**src/rtl/pll_lock_sequencer.sv**
```systemverilog
// pll_lock_sequencer: PLL reset/lock sequencer producing pll_rst, sys_rst_n and ready
module pll_lock_sequencer #(
    parameter int SYNC_STAGES    = 2,
    parameter int PLLRST_CYCLES  = 8,
    parameter int TIMEOUT_CYCLES = 65536,
    parameter int STABLE_CYCLES  = 1024,
    parameter int HOLD_CYCLES    = 16
) (
    input  logic       clk,
    input  logic       rstn,
    input  logic       locked_async,
    input  logic       clr_cnt,
    output logic       pll_rst,
    output logic       sys_rst_n,
    output logic       ready,
    output logic [7:0] relock_cnt
);
    localparam int M1   = PLLRST_CYCLES > TIMEOUT_CYCLES ? PLLRST_CYCLES : TIMEOUT_CYCLES;
    localparam int M2   = STABLE_CYCLES > HOLD_CYCLES ? STABLE_CYCLES : HOLD_CYCLES;
    localparam int MAXP = M1 > M2 ? M1 : M2;
    localparam int CW   = MAXP > 1 ? $clog2(MAXP) : 1;
    localparam logic [CW-1:0] P_LAST = CW'(PLLRST_CYCLES - 1);
    localparam logic [CW-1:0] T_LAST = CW'(TIMEOUT_CYCLES - 1);
    localparam logic [CW-1:0] S_LAST = CW'(STABLE_CYCLES - 1);
    localparam logic [CW-1:0] H_LAST = CW'(HOLD_CYCLES - 1);

    typedef enum logic [2:0] {PLLRST, WAIT_LOCK, STABLE, HOLD, RUN} state_t;

    state_t                 state, nxt;
    logic [CW-1:0]          cnt, cnt_nxt;
    logic [SYNC_STAGES-1:0] sync;
    logic                   lk;
    logic                   inc;

    assign lk  = sync[SYNC_STAGES-1];
    assign inc = (state == RUN) && !lk;

    // bring the PLL lock indicator into the clk domain
    always_ff @(posedge clk or negedge rstn) begin
        if (!rstn) sync <= '0;
        else       sync <= {sync[SYNC_STAGES-2:0], locked_async};
    end

    // next state; the shared counter restarts on every state change and idles in RUN
    always_comb begin
        nxt = state;
        case (state)
            PLLRST:    nxt = cnt == P_LAST ? WAIT_LOCK : PLLRST;
            WAIT_LOCK: nxt = lk ? STABLE : (cnt == T_LAST ? PLLRST : WAIT_LOCK);
            STABLE:    nxt = !lk ? WAIT_LOCK : (cnt == S_LAST ? HOLD : STABLE);
            HOLD:      nxt = !lk ? WAIT_LOCK : (cnt == H_LAST ? RUN : HOLD);
            RUN:       nxt = lk ? RUN : WAIT_LOCK;
            default:   nxt = PLLRST;
        endcase
        cnt_nxt = (nxt != state || state == RUN) ? '0 : cnt + 1'b1;
    end

    // state, counter and registered outputs derived from the next state
    always_ff @(posedge clk or negedge rstn) begin
        if (!rstn) begin
            state      <= PLLRST;
            cnt        <= '0;
            pll_rst    <= 1'b1;
            sys_rst_n  <= 1'b0;
            ready      <= 1'b0;
            relock_cnt <= '0;
        end else begin
            state      <= nxt;
            cnt        <= cnt_nxt;
            pll_rst    <= nxt == PLLRST;
            sys_rst_n  <= nxt == RUN;
            ready      <= nxt == RUN;
            relock_cnt <= clr_cnt ? 8'd0 : (inc && relock_cnt != 8'hff ? relock_cnt + 8'd1 : relock_cnt);
        end
    end
endmodule

```
**config.mk**
```make
export PLATFORM = sky130hd
export DESIGN_NAME = pll_lock_sequencer
export DESIGN_NICKNAME = d
export VERILOG_FILES = /design/src/rtl/pll_lock_sequencer.sv
export SDC_FILE = /design/constraint.sdc
export NUM_CORES = 1
export LEC_CHECK = 0
export BUFFER_PORTS_ARGS = -buffer_cell sky130_fd_sc_hd__buf_2
export CORE_ASPECT_RATIO = 0.7
export CORE_MARGIN = 2
export CORE_UTILIZATION = 50
export DETAILED_ROUTE_END_ITERATION = 6
export PLACE_DENSITY = 0.68
export SYNTH_ARGS = -nofsm -noshare
export SYNTH_HDL_FRONTEND = slang
export SYNTH_SLANG_ARGS = --single-unit
```
**constraint.sdc**
```tcl
create_clock -name clk -period 4.9 [get_ports clk]
set_input_delay 0.49 -clock clk [delete_from_list [all_inputs] [get_ports clk]]
set_output_delay 0.49 -clock clk [all_outputs]
set_load 0.01 [all_outputs]
```
# Word-level counts from Yosys, hierarchy flattened
# Index checks and enable logic that the tools add are counted.
# totals
out_inout_bits,11
in_bits,4
wordCells,38
register_bits,31
# classes
n_reduce_logical,7
n_mux,12
addsub,2
eq_ne,11
# ops
cell,count
$add A16 B1 Y16 const B,1
$eq A16 B10 Y1 const B,1
$eq A16 B16 Y1 const B,1
$eq A16 B3 Y1 const B,1
$eq A16 B4 Y1 const B,1
$mux W16,1
$mux W8,2
$pmux W3 S5,1
$mux W3,3
$add A8 B1 Y8 const B,1
$ne A8 B8 Y1 const B,1
$eq A3 B2 Y1 const B,2
$eq A3 B3 Y1 const B,2
$logic_not A3 Y1,2
$mux W2,2
$eq A3 B1 Y1 const B,1
$mux W1,3
$ne A3 B3 Y1,1
$logic_and A1 B1 Y1,2
$reduce_bool A2 Y1,1
$logic_not A1 Y1,1
$logic_or A1 B1 Y1,1

# Depth between registers and ports, before layout
# depth
ltp_word,7
ltp_mapped,6
mapped_depth_nobuf,6

# Least setup slack after synthesis
# Ideal clock, no wire load.
# synth_path
path_type,flip-flop to flip-flop
from,register cnt[11]
to,register cnt[15]
stages_incl_launch_ff,6
n_path_buf,0
slack_ns,2.779
period_less_slack_ns,2.121
arrival_ns,1.981
cell_sequence,dfrtp_1 or4_1 or4_4 a21oi_2 a2bb2oi_4 nor3_1
# synth_via
elab_chain_cells,7
# synth_lines
element,line,rtl
from (decl),30,"logic [CW-1:0] cnt, cnt_nxt;"
from (signal assigned),69,cnt <= cnt_nxt;
"$eq A16 B4 Y1, or another cell as far along",51,HOLD: nxt = !lk ? WAIT_LOCK : (cnt == H_LAST ? RUN : HOLD);
"$mux W3, or another cell as far along (2 in a row)",51,
$pmux W3 S5,47,case (state)
$ne A3 B3 Y1,55,cnt_nxt = (nxt != state || state == RUN) ? '0 : cnt + 1'b1;
$logic_or A1 B1 Y1,55,
$mux W16 *,55,
named net cnt_nxt[15],30,
# The timed path passes the listed nets; every way through them passes the cells marked *.
# A chain may end at the register's enable or synchronous reset.

# Final worst setup path
# layout_path
from,register cnt[10]
to,register cnt[3]
# layout_via
elab_chain_cells,7
# layout_lines
element,line
"$eq A16 B4 Y1, or another cell as far along",51
"$mux W3, or another cell as far along (2 in a row)",51
$pmux W3 S5 *,47
$ne A3 B3 Y1 *,55
$logic_or A1 B1 Y1 *,55
$mux W16 *,55
named net cnt_nxt[3],30
# Marks and branches as above.

==> impl_metrics.tcl <==
set metrics [dict create \
    clk_pin_slew_ps 60 \
    fill_cells 240 \
    port_buffers 14 \
    clk_path_buf_depth 2 \
    diodes 0 \
    initial_utilization_pct 54.1 \
    timing.hold.ws_ps 234 \
    cts_resized 0 \
    startpoint_type "flip-flop" \
    pin_count 15 \
    cellLeakagePower_uw 0.000805 \
    syn_nets 159 \
    setup_slack_ps 2510 \
    powerDensity_nw_per_um2 402 \
    cts_tree "built" \
    fin_skew_ps 5.97 \
    vias 1170 \
    ys_dominant_reg_cell "dfrtp_1" \
    coreArea_um2 2900 \
    die_width_um 71.0 \
    ir_drop_mv 0.203 \
    antenna_left 0 \
    busiest_layer "met1" \
    clock_latency_ps 290 \
    critPathRequiredTime_ps 5020 \
    multi_input_area_um2 757 \
    synth_largest_area_cell "dfrtp_1" \
    grt_max_degree 32 \
    finish.net_count 175 \
    syn-instance-count 153 \
    crit_path_end_kind "flip-flop" \
    grtUsageTotal_pct 19.7 \
    cts_setup_buffers 0 \
    fin_setup_tns_ps 0 \
    use_met1_pct 27.4 \
    met3_usage_pct 5.92 \
    place.detailed.hpwl_um 2210 \
    via_per_inst 5.68 \
    critPathKind "flip-flop to flip-flop" \
    setup-violations-final 0 \
    slew_headroom_pct 37.7 \
    synthTopCellsByArea "dfrtp_1, xor2_1, xnor2_1" \
    use_met2_pct 27.4 \
    period_share_pct 48.7 \
    synth_top_area_share_pct 47.8 \
    pre_cts_ws_ps 2580 \
    die-area_um2 3610 \
    fmax_ghz 0.419 \
    status "finished, final reports clean" \
    first_global_vias 1088 \
    routedWlPerCell_um 15.2 \
    row_count 16 \
    synth_warnings 0 \
    hold_buffers 0 \
    hp-class "input port to asynchronous set/reset pin" \
    rsz0062_at_grt "false" \
    ff2ff_setup_slack_ps 2510 \
    drc 0 \
    synth.avg_cell_area_um2 10.3 \
    grt_first_pass_wirelength_um 5240 \
    die_h_um 50.9 \
    grt_remaining_overflow 0 \
    cts-root-buf "clkbuf_8" \
    antenna_found_initial 0 \
    cp-startpoint "cnt[10]" \
    firstDrtPassIters 4 \
    async_flop_share_pct 100 \
    cts.sinks 31 \
    critPathMaxFanout 10 \
    drive_above_1_share_pct 17.1 \
    finalHoldViolCount 0 \
    syn-cell-area_um2 1570 \
    wirelength_um 3130 \
    synth.distinct_cells 39 \
    ctsHtreeMaxLevel 2 \
    synth-edff-count 0 \
    cp.arrival_ps 2500 \
    worst_r2r_endpoint "cnt[3]" \
    worst_pin_slew_ps 928 \
    yosysSeqAreaShare_pct 49.4 \
    min_period_ps 2390 \
    gp_congestion 0.851 \
    ys_seq_elements 31 \
    r2r-start "cnt[10]" \
    syn_to_final_growth_pct 12.3 \
    numCtsBuffers 5 \
    slew_viol_final 0 \
    drv_cap 0 \
    seq_area_um2 777 \
    worst_r2r_path_depth 5 \
    drt_iter0_markers 104 \
]
[metal layers]
layer  vias to the layer above  routed length, µm
li1                        571                  -
met5                         -                  0
met1                       574               1610
met3                         8                107
met4                         0                 73
met2                        17               1330
[critical path: stages, from the launching register on]
cell	delay (ps)
dfrtp_1	420
or4_1	600
or4_4	550
a21oi_2	220
a2bb2oi_4	310
nor3_1	110
[report_power, final]
part	leakage, µW	switching, µW	total [µW]	internal [µW]
logic	0.000334	95.6	164	68.0
clock network	0.0000515	91.3	219	128
registers	0.000419	39.5	327	288
[worst max path at each step]
stage | endpoint | slack [ps] | cells after the start
floorplan | cnt[15] | 2780 | 5
global placement | cnt[1] | 2610 | 5
detailed placement | cnt[3] | 2580 | 5
CTS | cnt[3] | 2540 | 5
global route | cnt[3] | 2450 | 5
finish | cnt[3] | 2510 | 5
[cell type report]
class / count / area share (%)
flip-flops and latches: 31 / 44.0
clock buffers: 8 / 5.67
multi-input cells: 113 / 42.9
well taps: 36 / 2.55
inverters: 4 / 0.851
repair buffers: 14 / 3.97
[cell usage after synthesis (2+ instances only)]
master	count
nand4_1	5
nand3_1	4
a21oi_1	3
inv_1	4
or3_1	2
nand2_1	9
and3_1	7
nor3b_1	2
dfrtp_1	30
or4_1	3
nor3_1	13
clkbuf_1	3
xor2_1	12
ha_1	2
nor2_1	20
xnor2_1	11
[placed cells by master (no fill, tap or decap), drive strengths merged, types with 2 or more instances in the layout]
cell / instances
clkbuf: 8
nor3: 13
or3: 2
nor2: 20
inv: 4
a21oi: 4
nand4: 5
nand2: 9
xnor2: 11
xor2: 12
a31oi: 2
and3: 7
nand3: 4
dfrtp: 30
buf: 14
ha: 2
or4: 4
nor3b: 2
[sequential cells by signal (all words and copies together) (netlist names)]
signal / flops
cnt: 16
relock_cnt: 8
state: 3
sync: 2
pll_rst: 1
ready: 1
[kinds of logic (layout without fill, tap and decap cells)]
| family | count (synthesis) | count (layout) | share of synthesized area [%] |
|---|---|---|---|
| muxes | 1 | 1 | 0.637 |
| DFF | 31 | 31 | 49.4 |
| xor gates and xnor gates | 23 | 23 | 12.8 |
| and+or+nand+nor | 74 | 74 | 25.3 |
| adders and majority gates | 2 | 2 | 1.59 |
| buffers and inverters | 9 | 26 | 2.39 |
| AOI/OAI and AO/OA | 13 | 13 | 7.80 |
[per-stage QoR]
step	total power (µW)	instances	instance area (µm²)	utilization, %
after floorplan	450	153	1570	-
after global placement	487	198	1660	57.3
after detailed placement	494	198	1660	57.3
after CTS	716	206	1760	60.8
after global routing	753	206	1760	60.8
final	710	206	1760	60.8
Power figures use the tool's default switching activity.
